[config.mk]
export PLATFORM = sky130hd
export DESIGN_NAME = alu_result_capture
export DESIGN_NICKNAME = d
export VERILOG_FILES = /design/src/rtl/alu_pkg.sv /design/src/rtl/result_fifo.sv /design/src/rtl/alu_result_capture.sv
export SDC_FILE = /design/constraint.sdc
export NUM_CORES = 1
export LEC_CHECK = 0
export ABC_AREA = 1
export CORE_MARGIN = 5
export CORE_UTILIZATION = 50
export CTS_CLUSTER_SIZE = 25
export DETAILED_ROUTE_END_ITERATION = 8
export PLACE_DENSITY = 0.82
export SETUP_SLACK_MARGIN = 0.4
export SLEW_MARGIN = 20
export SYNTH_ARGS = -nofsm -noshare
export SYNTH_HDL_FRONTEND = slang
export SYNTH_HIERARCHICAL = 1
export SYNTH_SLANG_ARGS = --single-unit
export TNS_END_PERCENT = 20
[constraint.sdc]
create_clock -name clk -period 2 [get_ports clk]
set_input_delay 0.3 -clock clk [delete_from_list [all_inputs] [get_ports clk]]
set_output_delay 0.3 -clock clk [all_outputs]
set_load 0.1 [all_outputs]
[src/rtl/alu_pkg.sv]
// Shared definitions for the ALU result capture stage: opcodes, flag layout and entry packing.
package alu_pkg;

  typedef enum logic [1:0] {
    OP_ADD = 2'b00,
    OP_AND = 2'b01,
    OP_SUB = 2'b10,
    OP_OR  = 2'b11
  } aluOp_e;

  localparam int OP_W   = 2;
  localparam int FLAG_W = 4;
  localparam int FLAG_Z = 3;
  localparam int FLAG_N = 2;
  localparam int FLAG_C = 1;
  localparam int FLAG_V = 0;

  function automatic int entryWidth(input int width);
    return width + OP_W + FLAG_W;
  endfunction

  function automatic logic [FLAG_W-1:0] packFlags(input logic z, input logic n,
                                                  input logic c, input logic v);
    logic [FLAG_W-1:0] f;
    f         = '0;
    f[FLAG_Z] = z;
    f[FLAG_N] = n;
    f[FLAG_C] = c;
    f[FLAG_V] = v;
    return f;
  endfunction

endpackage

[src/rtl/result_fifo.sv]
// Generic synchronous FIFO with valid/ready on both sides and an occupancy count.
// Head data is read combinationally and forced to zero while empty.
module result_fifo #(
  parameter int  DATA_W = 10,
  parameter int  DEPTH  = 4,
  localparam int PTR_W  = $clog2(DEPTH),
  localparam int CNT_W  = $clog2(DEPTH) + 1
) (
  input  logic              clk,
  input  logic              rst,
  input  logic              inValid,
  output logic              inReady,
  input  logic [DATA_W-1:0] inData,
  output logic              outValid,
  input  logic              outReady,
  output logic [DATA_W-1:0] outData,
  output logic [CNT_W-1:0]  count
);

  logic [DATA_W-1:0] memReg [DEPTH];
  logic [PTR_W-1:0]  wrPtrReg;
  logic [PTR_W-1:0]  rdPtrReg;
  logic [CNT_W-1:0]  countReg;
  logic              push;
  logic              pop;

  // Ready depends only on registered occupancy, so a full FIFO never accepts even when popping.
  assign inReady  = (countReg != CNT_W'(DEPTH));
  assign outValid = (countReg != '0);
  assign push     = inValid && inReady;
  assign pop      = outReady && outValid;
  assign count    = countReg;
  assign outData  = outValid ? memReg[rdPtrReg] : '0;

  always_ff @(posedge clk) begin
    if (push) begin
      memReg[wrPtrReg] <= inData;
    end
  end

  // DEPTH is a power of two, so pointer wrap is the natural overflow of PTR_W bits.
  always_ff @(posedge clk) begin
    if (rst) begin
      wrPtrReg <= '0;
      rdPtrReg <= '0;
      countReg <= '0;
    end else begin
      if (push) begin
        wrPtrReg <= wrPtrReg + PTR_W'(1);
      end
      if (pop) begin
        rdPtrReg <= rdPtrReg + PTR_W'(1);
      end
      if (push && !pop) begin
        countReg <= countReg + CNT_W'(1);
      end else if (pop && !push) begin
        countReg <= countReg - CNT_W'(1);
      end
    end
  end

endmodule

[src/rtl/alu_result_capture.sv]
// Captures ALU results with derived Z/N/C/V flags into a small FIFO and
// tracks a sticky overflow flag plus a saturating overflow counter.
module alu_result_capture
  import alu_pkg::*;
#(
  parameter int  WIDTH   = 4,
  parameter int  DEPTH   = 4,
  parameter int  OVCNT_W = 8,
  localparam int CNT_W   = $clog2(DEPTH) + 1
) (
  input  logic               clk,
  input  logic               rst,
  input  logic               in_valid,
  output logic               in_ready,
  input  logic [OP_W-1:0]    opCode,
  input  logic [WIDTH-1:0]   Y,
  input  logic               CarryOUT,
  input  logic               overflow,
  output logic               out_valid,
  input  logic               out_ready,
  output logic [WIDTH-1:0]   out_result,
  output logic [OP_W-1:0]    out_opCode,
  output logic [FLAG_W-1:0]  out_flags,
  output logic [CNT_W-1:0]   count,
  input  logic               clear_sticky,
  output logic               sticky_overflow,
  output logic [OVCNT_W-1:0] ov_count
);

  localparam int ENTRY_W = entryWidth(WIDTH);

  logic [FLAG_W-1:0]  inFlags;
  logic [ENTRY_W-1:0] inEntry;
  logic [ENTRY_W-1:0] headEntry;
  logic               accepted;
  logic               stickyReg;
  logic [OVCNT_W-1:0] ovCountReg;

  assign inFlags  = packFlags(Y == '0, Y[WIDTH-1], CarryOUT, overflow);
  assign inEntry  = {Y, opCode, inFlags};
  assign accepted = in_valid && in_ready;

  result_fifo #(
    .DATA_W (ENTRY_W),
    .DEPTH  (DEPTH)
  ) u_fifo (
    .clk      (clk),
    .rst      (rst),
    .inValid  (in_valid),
    .inReady  (in_ready),
    .inData   (inEntry),
    .outValid (out_valid),
    .outReady (out_ready),
    .outData  (headEntry),
    .count    (count)
  );

  // Head entry is already zero when empty, so the fields need no extra masking.
  assign out_result = headEntry[ENTRY_W-1 -: WIDTH];
  assign out_opCode = headEntry[FLAG_W +: OP_W];
  assign out_flags  = headEntry[FLAG_W-1:0];

  // A V=1 capture in the same cycle as a clear restarts the count at one.
  always_ff @(posedge clk) begin
    if (rst) begin
      stickyReg  <= 1'b0;
      ovCountReg <= '0;
    end else if (accepted && overflow) begin
      stickyReg <= 1'b1;
      if (clear_sticky) begin
        ovCountReg <= OVCNT_W'(1);
      end else if (ovCountReg != '1) begin
        ovCountReg <= ovCountReg + OVCNT_W'(1);
      end
    end else if (clear_sticky) begin
      stickyReg  <= 1'b0;
      ovCountReg <= '0;
    end
  end

  assign sticky_overflow = stickyReg;
  assign ov_count        = ovCountReg;

endmodule
# Word level (Yosys, flattened, before mapping)
# Memories as Yosys holds them, arrays and structs flattened. A register that Yosys moved wholly into a read port is not among the register bits.
# Index checks and enable logic that the tools add are counted.
# Widths: inputs -> output; s select.
[op_classes]
muxes = 13
n_eq_ne = 2
n_addsub = 5
n_reduce_logical = 13
[op_table]
columns = ["op", "n"]
rows = [
  ["$mux 8", 4],
  ["$mux 10", 1],
  ["$add 8x1->8 const B", 1],
  ["$ne 8x8->1 const B", 1],
  ["$mux 3", 2],
  ["$reduce_bool 2->1", 3],
  ["$logic_and 1x1->1", 5],
  ["$add 2x1->2 const B", 2],
  ["$logic_not 4->1", 1],
  ["$mux 1", 4],
  ["$mux 2", 2],
  ["$add 3x1->3 const B", 1],
  ["$ne 3x3->1 const B", 1],
  ["$reduce_bool 3->1", 1],
  ["$sub 3x1->3 const B", 1],
  ["$logic_not 1->1", 2],
  ["$reduce_and 2->1", 1],
]
[totals]
n_memories = 1
reg_bits = 16
out_inout_bits = 24
wordCells = 39
input_bits = 13
mem_bits_rw = 40
[mem_list]
columns = ["name", "words", "word_bits", "read_ports", "rd_clocked_by_memory_dff", "write_ports", "line", "source"]
rows = [
  ["u_fifo.memReg", 4, 10, 1, 1, 1, "result_fifo.sv:20", "logic [DATA_W-1:0] memReg [DEPTH];"],
]

# Longest topological paths before layout
# Gate-level depths: netlist of the first run.
[logic_depth]
word_depth = 6
depth_mapped = 13
depth_no_buf = 13

# Modules after synthesis
# Netlist of the first run, hierarchy kept.
[modules_own_cells]
columns = ["module", "instances", "cells_per_inst", "area_per_inst_um2", "seq_area_each_um2"]
rows = [
  ["result_fifo", 1, 186, 2083.2, 1381.3],
  ["alu_result_capture", 1, 80, 551.8, 180.2],
]

# Worst setup path before layout of the first run
# OpenSTA, ideal clock, no wires.
[synth_timing]
path_type = "flip-flop to output port"
from = "register u_fifo.countReg[2] (netlist: u_fifo/count[2])"
to = "output out_flags[0]"
t_arrival_ns = 3.099
path_slack_ns = -1.399
path_stages_with_launch = 5
path_buffers = 0
required_ns = 1.700
cell_sequence = "dfxtp_1 inv_2 nand2_4 inv_2 a21oi_1"
[synth_between]
elab_chain_len = 2
[synth_rtl]
columns = ["item", "line", "source"]
rows = [
  ["start: declaration", "result_fifo.sv:23", "logic [CNT_W-1:0] countReg;"],
  ["start signal: assignment", "result_fifo.sv:55", "countReg <= countReg + CNT_W'(1);"],
  ["start signal: assignment", "result_fifo.sv:57", "countReg <= countReg - CNT_W'(1);"],
  ["$reduce_bool 3->1", "result_fifo.sv:29", "assign outValid = (countReg != '0);"],
  ["named net out_valid", "alu_result_capture.sv:19", "output logic out_valid,"],
  ["$mux 10", "result_fifo.sv:33", "assign outData = outValid ? memReg[rdPtrReg] : '0;"],
  ["end: declaration", "alu_result_capture.sv:23", "output logic [FLAG_W-1:0] out_flags,"],
]
# The timed path passes the listed nets, and every way through them passes these cells.

==> flow_summary.yaml, run 1 <==
status:
  status: "completed"
pwr:
  p_clk_share_pct: 16.0
  swShare_pct: 46.9
  power_per_cell_area_nw_per_um2: 1600
  vdd_drop_max_mv: 1.40
  p_int_mw: 3.07
  p_switching_mw: 2.71
  p_seq_share_pct: 27.3
  p_comb_share_pct: 56.7
  leakagePower_nw: 1.35
synthesis:
  yosysTopAreaCellShare_pct: 45.6
  ys_top_cells_by_area: "edfxtp_1 (46%), dfxtp_1 (14%), nor2_1 (8.8%)"
  synth_cell_types: 26
  syn-num-nets: 286
  synth_top_area_cell: "edfxtp_1"
  syn_inst: 266
  yosysWarnings: 6
  synth-seq-cells: 58
  netlist_area_sq_um: 2640
  ys_seq_area_share_pct: 59.3
  synth_area_per_cell_sq_um: 9.91
hold_path:
  whs_path_depth: 2
  min_from: "sticky_overflow"
  hp-class: "flop to flop"
  hold_end: "sticky_overflow"
critical_path:
  reg2reg_depth: 12
  r2r-end: "u_fifo/count[2]"
  cp-start-kind: "flop"
  crit_required_ns: 1.70
  max_stage_delay_ns: 0.41
  crit_slowest_cell: "dfxtp_4"
  critPathKind: "flop to primary output"
  rrSetupSlack_ns: 0.22
  crit_path_cell_trace: "buf_12 -> clkinvlp_4 -> o21ai_1 -> a21oi_4 -> buf_12"
  r2r_start: "u_fifo/count[1]"
  cp_max_fo: 5
  path_common_cell: "buf_12"
  path_delay_family: "buffers and inverters"
  worst-path-buf-inv: 3
  critPathArrivalTime_ns: 1.55
  crit_path_end_kind: "primary output"
timing:
  min_period_over_period_pct: 92.4
  finalHoldViolCount: 0
  setup_viol: 0
  final.setup.tns_ns: 0
  rsz0062_at_grt: "yes"
  worst_pin_slew_ns: 0.573
  max_freq_ghz: 0.541
  max_slew_margin_pct: 61.4
  whs_ns: 0.490
  fin_ws_ns: 0.152
  period_needed_ns: 1.85
  final_max_slew_viol_count: 0
  finalClockSkew_ns: 0.00464
global_routing:
  busiest_layer: "met2"
  grt_remaining_overflow: 0
  use_met3_pct: 3.47
  grt_max_degree: 17
  grt_pass1_wl_mm: 9.20
  antenna_found_initial: 0
  grt_pass1_vias: 1994
  met1_usage_pct: 21.0
  met2_usage_pct: 32.5
  grt_usage_pct: 18.4
finish:
  regArea_sq_um: 1580
  fin_area_sq_um: 3630
  finalNonFillerCells: 398
  n_antenna_cell: 0
  fill_cells: 366
  area_delta_synth_final_pct: 37.6
  multi_input_area_sq_um: 1090
  fin_nets: 343
  drive_above_1_share_pct: 30.2
clock_network:
  cts-root-buf: "clkbuf_8"
  htreeDepth: 3
  clock_path_buffers: 2
  cts_sinks: 58
  cts_tree: "built"
  numCtsBuffers: 9
  clkSlewWorstSetupHoldPaths_ns: 0.06
  clk_latency_ns: 0.32
  cts-hold-fix-buffers: 0
floorplanning:
  core_sq_um: 5110
  initial_core_util_pct: 51.6
  die_w_um: 82.6
  chipHeight_um: 82.6
  design.die.area_sq_um: 6820
  io-pin-count: 37
  placementRows: 26
routing:
  first_iter_violations: 107
  drcViolationCount: 0
  wl_mm: 5.62
  ant_nets: 0
  via_count: 2001
  wl_per_cell_um: 14.1
  dr.pass1.iters: 4
  vias_per_cell: 5.03
flow_run:
  cap_violations: 0
placed_design:
  io_buffers: 36
  gp_congestion: 0.873
  hpwl_mm: 3.76
  dp_slack_ns: 0.0295
  dp_cells: 374
  postPlaceCellArea_sq_um: 3330
## tightest hold or removal path: cells and delay by family, from the launching register on
| family | cells | cell delay [ns] |
|---|---|---|
| flops | 1 | 0.33 |
| compound gates | 1 | 0.07 |
| simple gates | 1 | 0.05 |
## kinds of logic after synthesis
family,Yosys count,share of synthesized area [%]
xor gates and xnor gates,1,0.332
adders and majority gates,7,3.61
and+or+nand+nor,120,21.8
AOI/OAI and AO/OA,46,8.88
DFF,58,59.3
buffers and inverters,34,6.13
## stage by stage
stage,utilization [%],power [mW]
finish,71.0,5.78
detailed placement,65.2,4.70
global placement,65.2,4.64
global route,71.0,6.05
floorplan,-,3.80
CTS,69.5,5.70
## per-layer routing
metal	wire length, um	share of wire [%]
met3	295	5.3
met4	76	1.4
met5	0	0
met1	2340	42
met2	2910	52
## synth_stat cells (all sizes together)
| cell type | number |
|---|---|
| nor2 | 66 |
| edfxtp | 40 |
| nand2 | 37 |
| inv | 29 |
| o21ai | 23 |
| a21oi | 21 |
| dfxtp | 18 |
| nand3 | 12 |
| ha | 6 |
| buf | 5 |
| nand4 | 2 |
| a31oi | 1 |
| fa | 1 |
| nand3b | 1 |
| nor4 | 1 |
| o21bai | 1 |
| or2 | 1 |
| xor2 | 1 |
## cell type report
type                            count  share of cell area (%)
Clock buffer                       16                    4.69
Inverter                           29                    3.31
Multi-Input combinational cell    174                    30.1
Sequential cell                    58                    43.7
Tap cell                           70                    2.42
Timing Repair Buffer               48                    15.3
Timing Repair inverter              3                   0.621
## how the worst max path moves through the flow
stage	start	cells past startpoint	slack (ns)	to
6_report	flop	5	0.15	out_result[2]
5_1_grt	flop	6	0.09	out_flags[3]
4_1_cts	flop	6	0.12	out_flags[3]
3_5_place_dp	in_valid	12	0.03	u_fifo/count[2]
2_1_floorplan	u_fifo/count[0]	12	0.02	u_fifo/count[2]
3_3_place_gp	in_valid	12	0.08	u_fifo/count[2]
## cell usage in the layout, fill, tap and decap left out, types with 2 or more instances in the layout
| master | instances |
|---|---|
| a21oi_1 | 11 |
| a21oi_4 | 10 |
| buf_12 | 13 |
| buf_4 | 23 |
| clkbuf_1 | 5 |
| clkbuf_8 | 11 |
| clkdlybuf4s50_1 | 12 |
| clkinvlp_4 | 4 |
| dfxtp_1 | 11 |
| dfxtp_2 | 2 |
| dfxtp_4 | 5 |
| edfxtp_1 | 40 |
| ha_1 | 5 |
| inv_1 | 20 |
| inv_2 | 6 |
| nand2_1 | 27 |
| nand2_2 | 4 |
| nand2_4 | 3 |
| nand2_8 | 3 |
| nand3_1 | 10 |
| nand3_4 | 2 |
| nand4_1 | 2 |
| nor2_1 | 62 |
| nor2_2 | 2 |
| nor2_4 | 2 |
| o21ai_0 | 2 |
| o21ai_1 | 16 |
| o21ai_2 | 5 |
## sequential cells by signal, summed over array words and instances, names as in the netlist, named ones only
register         flops
u_fifo/wrPtrReg      2
u_fifo/count         3
sticky_overflow      1
u_fifo/rdPtrReg      2
ov_count             8
u_fifo/memReg       40
## what timing repair did
action	4_1_cts	5_1_grt
gates cloned	2	1
endpoints found under the setup margin	12	13
hold endpoints to repair	0	0
pin swaps	0	2
resized for setup	11	7
setup buffers	1	4
## power by group through the flow
stage          registers [mW]  clock network, mW  logic, mW
3_5_place_dp             1.59                  0       3.11
2_1_floorplan            1.76                  0       2.05
4_1_cts                  1.58              0.952       3.17
5_1_grt                  1.59               1.00       3.45
3_3_place_gp             1.58                  0       3.06
6_report                 1.58              0.927       3.28
No activity file was read; power rests on OpenSTA's default activity.
==> run 2: changes to the inputs <==
ABC_AREA = unset   (was 1)
PLACE_DENSITY = 0.83   (was 0.82)
==> run 2 against run 1 <==
Net effect: flip-flop and latch count unchanged; via count down 21%; cell area down 4.5%; largest power group unchanged; cell count down 26%; sequential power about the same; critical path type unchanged; clock skew up 0.0020 ns; clock power up 4.6%; highest routed layer unchanged.
==> flow_summary.yaml, run 2 <==
synthesis:
  yosysTopAreaCellShare_pct: 48.9
  yosys-top-cells-count: "edfxtp_1 (40), dfxtp_1 (18), mux4_2 (10), nor2_1 (10), nor2b_1 (10)"
  async_flop_share_pct: 0
  synth_edf_count: 40
  netlist_area_sq_um: 2460
  synth_area_per_cell_sq_um: 14.6
  syn-num-nets: 188
  synth_cell_types: 41
  ys.flop_type: "edfxtp_1"
  synth_most_common_cell: "edfxtp_1"
  ys_top_cells_by_area: "edfxtp_1 (49%), dfxtp_1 (15%), mux4_2 (9.2%)"
  synth_top_area_cell: "edfxtp_1"
  syn_inst: 168
  ys_seq_area_share_pct: 63.5
  synth-seq-cells: 58
  yosysWarnings: 6
floorplanning:
  initial_core_util_pct: 51.7
  chipHeight_um: 80.1
  core_sq_um: 4750
  die_w_um: 80.1
  design.die.area_sq_um: 6420
  placementRows: 25
  io-pin-count: 37
finish:
  layout_commonest_cell: "edfxtp_1"
  fin_nets: 244
  drive_above_1_share_pct: 41.9
  top_register: "u_fifo/memReg"
  regArea_sq_um: 1580
  final_cell_mix: "edfxtp_1 (40), buf_4 (21), buf_12 (16)"
  fill_cells: 314
  area_delta_synth_final_pct: 40.9
  multi_input_area_sq_um: 968
  largest_reg_flops: 40
  fin_area_sq_um: 3460
  n_antenna_cell: 0
clock_network:
  clkSlewWorstSetupHoldPaths_ns: 0.06
  htreeDepth: 3
  numCtsBuffers: 9
  cts-root-buf: "clkbuf_8"
  clock_path_buffers: 2
  cts-hold-fix-buffers: 0
  cts_sinks: 58
  cts_tree: "built"
  clk_latency_ns: 0.33
  cts_setup_buffers: 0
routing:
  ant_nets: 0
  wl_met2_mm: 2.44
  via_count: 1588
  wl_per_cell_um: 16.6
  highest_layer: "met4"
  drcViolationCount: 0
  met1_length_mm: 2.11
  first_iter_violations: 128
  vias_per_cell: 5.36
  wl_mm: 4.92
  wl_met3_um: 309
  dr.pass1.iters: 5
global_routing:
  grt_remaining_overflow: 0
  grt_max_degree: 14
  grt_pass1_vias: 1641
  grt_usage_pct: 16.7
  antenna_found_initial: 0
  grt_pass1_wl_mm: 7.76
placed_design:
  gp_congestion: 0.761
  hpwl_mm: 3.45
  dp_slack_ns: -0.178
  postPlaceCellArea_sq_um: 3240
  io_buffers: 36
critical_path:
  rrSetupSlack_ns: 0.09
  crit_required_ns: 1.70
  cp-start-kind: "flop"
  cp_max_fo: 5
  crit_path_end_kind: "primary output"
  r2r_start: "u_fifo/count[1]"
  r2r-end: "u_fifo/count[2]"
  critPathArrivalTime_ns: 1.66
  reg2reg_depth: 7
  critPathKind: "flop to primary output"
timing:
  whs_ns: 0.480
  worst_pin_slew_ns: 0.598
  setup_viol: 0
  final_max_slew_viol_count: 0
  period_needed_ns: 1.96
  max_freq_ghz: 0.511
  min_period_over_period_pct: 97.9
  rsz0062_at_grt: "yes"
  fin_ws_ns: 0.0414
  max_slew_margin_pct: 59.8
  finalHoldViolCount: 0
  finalClockSkew_ns: 0.00667
hold_path:
  hp-class: "flop to flop"
  whs_path_depth: 2
  min_from: "sticky_overflow"
  hold_end: "sticky_overflow"
pwr:
  vdd_drop_max_mv: 0.993
  leakagePower_nw: 1.28
  power_per_cell_area_nw_per_um2: 1570
status:
  status: "completed"
flow_run:
  cap_violations: 0
[run 2: changes by cell type after synthesis, moves of 4 or more]
cell     delta
nand2_1    -22
nor2b_1    +10
a21oi_1    -15
mux4_2     +10
nand2_4     -5
o21ai_1    -17
nand2_2     -5
nor2_1     -52
inv_1      -17
and2_1      +4
inv_2       -7
[run 2: kinds of logic (layout without fill, tap and decap cells)]
kind of cell / count (synthesis) / count (layout) / synth area share [%]
buffers and inverters: 10 / 71 / 2.24
adders and majority gates: 7 / 7 / 3.87
muxes: 14 / 14 / 10.8
xor gates and xnor gates: 4 / 4 / 1.43
and+or+nand+nor: 55 / 55 / 12.6
AOI/OAI and AO/OA: 20 / 20 / 5.50
DFF: 58 / 58 / 63.5
[run 2: where the power goes]
| group | switching (mW) | internal, mW |
|---|---|---|
| clock | 0.422 | 0.548 |
| combinational | 1.72 | 1.14 |
| sequential | 0.138 | 1.45 |
| total | 2.28 | 3.15 |
[run 2: worst max-delay path, stage by stage (launching register included)]
cell and delay [ns]:
dfxtp_4 0.37, clkbuf_16 0.15, mux4_2 0.49, nor2b_4 0.15, buf_12 0.16
[run 2: how the worst max path moves through the flow]
stage                               start              end  depth (start not counted)
after global routing                 flop     out_flags[3]                          4
after global placement           in_valid  u_fifo/count[2]                          8
after floorplan           u_fifo/count[0]  u_fifo/count[2]                          8
after CTS                            flop    out_result[2]                          4
after detailed placement         in_valid  u_fifo/count[2]                          8
final                                flop     out_flags[0]                          4
[run 2: timing repair]
item / CTS / global route
cloned: 0 / 1
resized for setup: 1 / 6
endpoints found under the setup margin: 13 / 15
pin swaps: 0 / 2
[run 2: stage by stage]
step                util [%]  total power, mW  std cells  setup TNS, ns
global placement        68.1             4.37        279         -0.137
global route            72.9             5.63        296        -0.0762
floorplan                  -             3.49        168         -0.110
CTS                     72.0             5.40        295              0
finish                  72.9             5.43        296              0
detailed placement      68.1             4.42        279         -0.178
[run 2: cell type report]
class / instances / share of cell area, %
clock buffers: 14 / 4.98
clock inverters: 2 / 0.289
inverters: 5 / 0.650
multi-input cells: 100 / 28.0
flip-flops and latches: 58 / 45.7
well taps: 67 / 2.42
repair buffers: 50 / 18.0
[run 2: per-layer routing]
metal  vias to the layer above  global-route usage, %
li1                        746                      -
met1                       773                   20.1
met2                        61                   27.0
met3                         8                   5.61
met4                         0                   7.77
met5                         -                      0
==> RTL edit 1: new RTL, config.mk and constraints of run 2 <==
Set the parameter `WIDTH` to 8 (it was 4).
--- a/src/rtl/alu_result_capture.sv
+++ b/src/rtl/alu_result_capture.sv
@@ -3,7 +3,7 @@
 module alu_result_capture
   import alu_pkg::*;
 #(
-  parameter int  WIDTH   = 4,
+  parameter int  WIDTH   = 8,
   parameter int  DEPTH   = 4,
   parameter int  OVCNT_W = 8,
   localparam int CNT_W   = $clog2(DEPTH) + 1
Interface: changed (resized Y and out_result); port bits go from 37 to 45. No check against the original RTL was run, so the function may have changed too.
==> RTL edit 1 against run 2 <==
  * The flow now finishes with violations (negative setup slack)
  * Combinational power grew 32%
  * Worst setup slack lost 0.047 ns
  * First-iteration DRC count shrank 45%
  * Sequential share of layout area grew 1.7 points
  * Final area grew 26%
  * Register-to-register slack lost 0.03 ns
  * Worst hold slack gained 0.0071 ns
  * Cell count grew 19%
  * Sequential power grew 25%
  * Count of clock-buffer cells in the layout shrank 5
  * Routed wire length grew 17%
  * Area after synthesis grew 29%
  * Sequential cell count grew 16
  * Power grew 26%
  * Largest cell class unchanged
  * Largest power group unchanged
==> RTL edit 1: results (changes against run 2) <==
[yosys]
syn_nets=219  ; +16%
yosys_warnings=6  ; unchanged
synth.distinct_cells=42  ; +2.4%
synth.area.top_cells=edfxtp_1 53%, dfxtp_1 11%, mux4_2 9.9%
ys_seq_area_share_pct=64.4  ; +0.84 points
synth_edf_count=56  ; +40%
yosys-top-cells-count=56 x edfxtp_1, 18 x dfxtp_1, 14 x mux4_2, 11 x nor2_1, 10 x nor2b_4
async_flop_share_pct=0  ; unchanged

[cts]
cts_buffers=9  ; unchanged
root_buffer=clkbuf_8
htree_levels=3  ; unchanged

[global_routing]
grtUsageMet2_pct=27.1  ; +0.14 points
grt.met3_usage_pct=3.38  ; -2.2 points
grtUsageMet1_pct=18.6  ; -1.5 points
track_usage_pct=15.7  ; -1.0 points
grt_pass1_wl_mm=9.16  ; +18%
antenna_found_initial=0  ; unchanged
grt_max_degree=18  ; +4

[floorplan]
num_rows=29  ; +16%

[run_status]
violations=negative setup slack
status=finished with violations

[finish]
drive_above_1_share_pct=43.8  ; +1.9 points
diodes=0  ; unchanged
largest_register_ffs=56  ; +40%
fill_cells=420  ; +34%
nets=293  ; +20%

[routing]
drtIter0Drc=70  ; -45%
vias=1898  ; +20%
firstDrtPassIters=4  ; -1
dr_wl_met2_mm=3.16  ; +30%
detail_route.wirelength.met1_mm=2.26  ; +7.2%
ant_nets=0  ; unchanged
routed_wl_mm=5.78  ; +17%
met3WireLength_um=291  ; -5.8%
drc_errors=0  ; unchanged

[timing]
skew_ns=0.00909  ; +0.00242 ns
worst_slew_pin_slew_ns=0.282  ; -0.315 ns
setup_violations=2  ; +2
setup_ws_ns=-0.00536  ; -0.0468 ns
whs_ns=0.487  ; +0.00713 ns

[hold_path]
holdPathStages=2  ; unchanged
hold_class=register to register
hold_end=sticky_overflow

[worst_setup_path]
critPathCapture=out_flags[2]
cp_data_arrival_time_ns=1.71  ; +0.05 ns
cp_max_fo=7  ; +2
reg2reg_from=u_fifo/count[1]
r2r_slack_ns=0.06  ; -0.03 ns
critPathLaunchType=register
r2r_end=u_fifo/count[2]
cpPeakStageDelay_ns=0.51  ; +0.02 ns

[place]
hpwl_mm=3.75  ; +8.8%
place.gp.congestion=0.801  ; +5.2%
place_area_sq_um=4080  ; +26%
port_buffers=44  ; +22%

[power_and_ir_drop]
p_leak_nw=1.60  ; +25%
cellPowerDensity_nw_per_um2=1570  ; +0.38%
peakVddDrop_mv=1.31  ; +32%

==> RTL edit 1: power breakdown <==
group / switching [mW] / total (mW) / internal, mW / leakage [nW]
logic: 2.24 / 3.79 / 1.54 / 0.848
registers: 0.128 / 1.98 / 1.86 / 0.667
clock network: 0.525 / 1.10 / 0.571 / 0.0869
==> RTL edit 1: final cells by class <==
class / instances / area share [%]
clock inverters: 7 / 1.58
flip-flops and latches: 74 / 47.5
repair buffers: 69 / 19.5
multi-input cells: 110 / 25.9
clock buffers: 9 / 2.84
inverters: 5 / 0.430
well taps: 77 / 2.21
==> RTL edit 1: worst register-to-register path: stages, from the launching register on <==
cell and delay [ns]:
dfxtp_4 0.38, o31ai_4 0.27, ha_2 0.23, inv_2 0.04, fa_2 0.35, xor2_1 0.17, or3_1 0.32, a21oi_2 0.12
==> RTL edit 1: through the flow <==
step,setup TNS (ns),cells,setup WS [ns]
floorplan,-0.0715,195,-0.0715
global placement,-0.133,327,-0.133
detailed placement,-0.174,327,-0.174
CTS,-0.0880,344,-0.0210
global route,-0.564,351,-0.0620
finish,-0.00563,351,-0.00536
==> RTL edit 1: cell families (layout without fill, tap and decap cells) <==
group	count (synthesis)	count (layout)	synth area share, %
buffers and inverters	11	90	2.56
XOR/XNOR	4	4	1.10
flip-flops	74	74	64.4
multiplexers	18	18	11.2
adder cells (fa/ha/maj)	7	7	3.00
AND/OR/NAND/NOR	61	61	13.5
AO/OA/AOI/OAI	20	20	4.26
==> RTL edit 1: timing repair <==
item	CTS	global route
setup endpoints to repair	17	18
pin swaps	6	5
setup buffers	0	7
resized for setup	4	2
cloned	1	0
==> RTL edit 2: new RTL, settings of run 2 <==
Made on the original files. Reset style: asynchronous (`rst`), changed in 2 clocked blocks.
--- a/src/rtl/result_fifo.sv
+++ b/src/rtl/result_fifo.sv
@@ -39,7 +39,7 @@
   end
 
   // DEPTH is a power of two, so pointer wrap is the natural overflow of PTR_W bits.
-  always_ff @(posedge clk) begin
+  always_ff @(posedge clk or posedge rst) begin
     if (rst) begin
       wrPtrReg <= '0;
       rdPtrReg <= '0;
--- a/src/rtl/alu_result_capture.sv
+++ b/src/rtl/alu_result_capture.sv
@@ -61,7 +61,7 @@
   assign out_flags  = headEntry[FLAG_W-1:0];
 
   // A V=1 capture in the same cycle as a clear restarts the count at one.
-  always_ff @(posedge clk) begin
+  always_ff @(posedge clk or posedge rst) begin
     if (rst) begin
       stickyReg  <= 1'b0;
       ovCountReg <= '0;
Formal check against the unedited RTL: differs if rst is asserted again (counterexample within 4 cycles, from zero or initial values and one cycle with rst high); with rst held inactive, the same outputs for 10 cycles.
==> RTL edit 2 against run 2 <==
  * The run now ends with negative setup slack left
  * Critical endpoint is now u_fifo/count[2]
  * Final area down 4.0%
  * Area after synthesis down 1.1%
  * Critical path type is now register to register
  * Worst setup slack worse by 0.073 ns
  * Register-to-register slack worse by 0.12 ns
  * Largest cell class unchanged
  * Routed wire length up 0.53%
  * Sequential cell count down 2
  * Die area down 0.97%
Power is not shown: default switching activity piles up to over one toggle a cycle in this logic, so the estimate is an artifact.
==> RTL edit 2: results (changes against run 2) <==
[cts]
cts_resized=23  ; +22
htree_levels=2  ; -1
clk_pin_slew_ns=0.10  ; +0.04 ns
cts_hold_buf=0  ; unchanged
cts_setup_buffers=4  ; +4
cts_buffers=5  ; -4
clk_latency_ns=0.31  ; -0.02 ns

[yosys]
yosys_warnings=6  ; unchanged
synth_xor_xnor_area_share_pct=3.60  ; +2.2 points
synth-compound-area-share_pct=3.81  ; -1.7 points
synth_mux_area_share_pct=10.9  ; +0.071 points
yosys-top-cells-count=40 x edfxtp_1, 16 x dfrtp_1, 15 x and2_1, 8 x mux4_2
synth_fa_ha_area_share_pct=3.91  ; +0.044 points
synth.area.top_cells=edfxtp_1 49%, dfrtp_1 16%, mux4_2 7.4%
async_flop_share_pct=28.6  ; +29 points
synth.distinct_cells=37  ; -9.8%
ys_seq_area_share_pct=65.9  ; +2.4 points
syn_nets=167  ; -11%
syn_inst=147  ; -13%

[timing]
skew_ns=0.00862  ; +0.00195 ns
worst_slew_pin_slew_ns=0.614  ; +0.0160 ns
fin_setup_tns_ns=-0.125  ; -0.125 ns
setup_violations=7  ; +7
setup_ws_ns=-0.0311  ; -0.0726 ns

[place]
dpl.cell_count=257  ; -7.9%
place_area_sq_um=3110  ; -3.9%
place.gp.congestion=0.879  ; +16%
hpwl_mm=3.53  ; +2.2%
dp_slack_ns=-0.0941  ; +0.0842 ns

[finish]
fill_cells=296  ; -5.7%
final_cells=270  ; -8.8%
drive_above_1_share_pct=46.3  ; +4.4 points
nets=222  ; -9.0%
largest_register_ffs=40  ; unchanged

[worst_setup_path]
cp_max_fo=2  ; -3
crit_family=simple AND/OR/NAND/NOR gates
cpMaxStageDelayCell=dfrtp_4
cp_data_arrival_time_ns=2.25  ; +0.59 ns

[routing]
met3WireLength_um=203  ; -34%
dr_wl_met2_mm=2.75  ; +13%
via_per_inst=5.30  ; -1.3%
firstDrtPassIters=4  ; -1
detail_route.wirelength.met1_mm=1.93  ; -8.3%
dr.max_layer_used=met4
drtIter0Drc=96  ; -25%
routed_wl_mm=4.95  ; +0.53%

[global_routing]
grtUsageMet2_pct=31.1  ; +4.1 points
track_usage_pct=17.1  ; +0.39 points
grt_max_degree=18  ; +4
grt_pass1_wl_mm=8.06  ; +3.9%
grt.met3_usage_pct=5.08  ; -0.53 points
grt_pass1_vias=1605  ; -2.2%
antenna_found_initial=0  ; unchanged
grtUsageMet1_pct=19.3  ; -0.77 points

[hold_path]
hold_class=primary input to async pin

[run_status]
violations=negative setup slack
status=finished with violations

[RTL edit 2: cell count changes after synthesis, moves of 4 or more]
cell / delta
o21ai_0: -4
and2_1: +11
dfxtp_1: -18
nand3_1: -6
nor2b_1: -10
dfrtp_1: +16
a21oi_1: -5
[RTL edit 2: cell type report]
class                      count  area [sq um]  area share (%)
clock buffer                   6          72.6            2.18
clock inverter                 2          12.5           0.376
inverter                       7          26.3           0.790
multi-input combinational     79           882            26.5
sequential                    56          1620            48.6
tap                           67          83.8            2.52
timing repair buffer          53           633            19.0
[RTL edit 2: path summary, 6_finish.rpt]
check                           startpoint            endpoint  slack, ns  cells after the start
max reg2reg                u_fifo/count[1]     u_fifo/count[2]      -0.03                      8
max in group asynchronous              rst         ov_count[1]       1.42                      2
min in group clk           sticky_overflow     sticky_overflow       0.51                      1
min                                    rst  u_fifo/rdPtrReg[1]       0.27                      2
min reg2reg                sticky_overflow     sticky_overflow       0.51                      1
max                        u_fifo/count[1]     u_fifo/count[2]      -0.03                      8
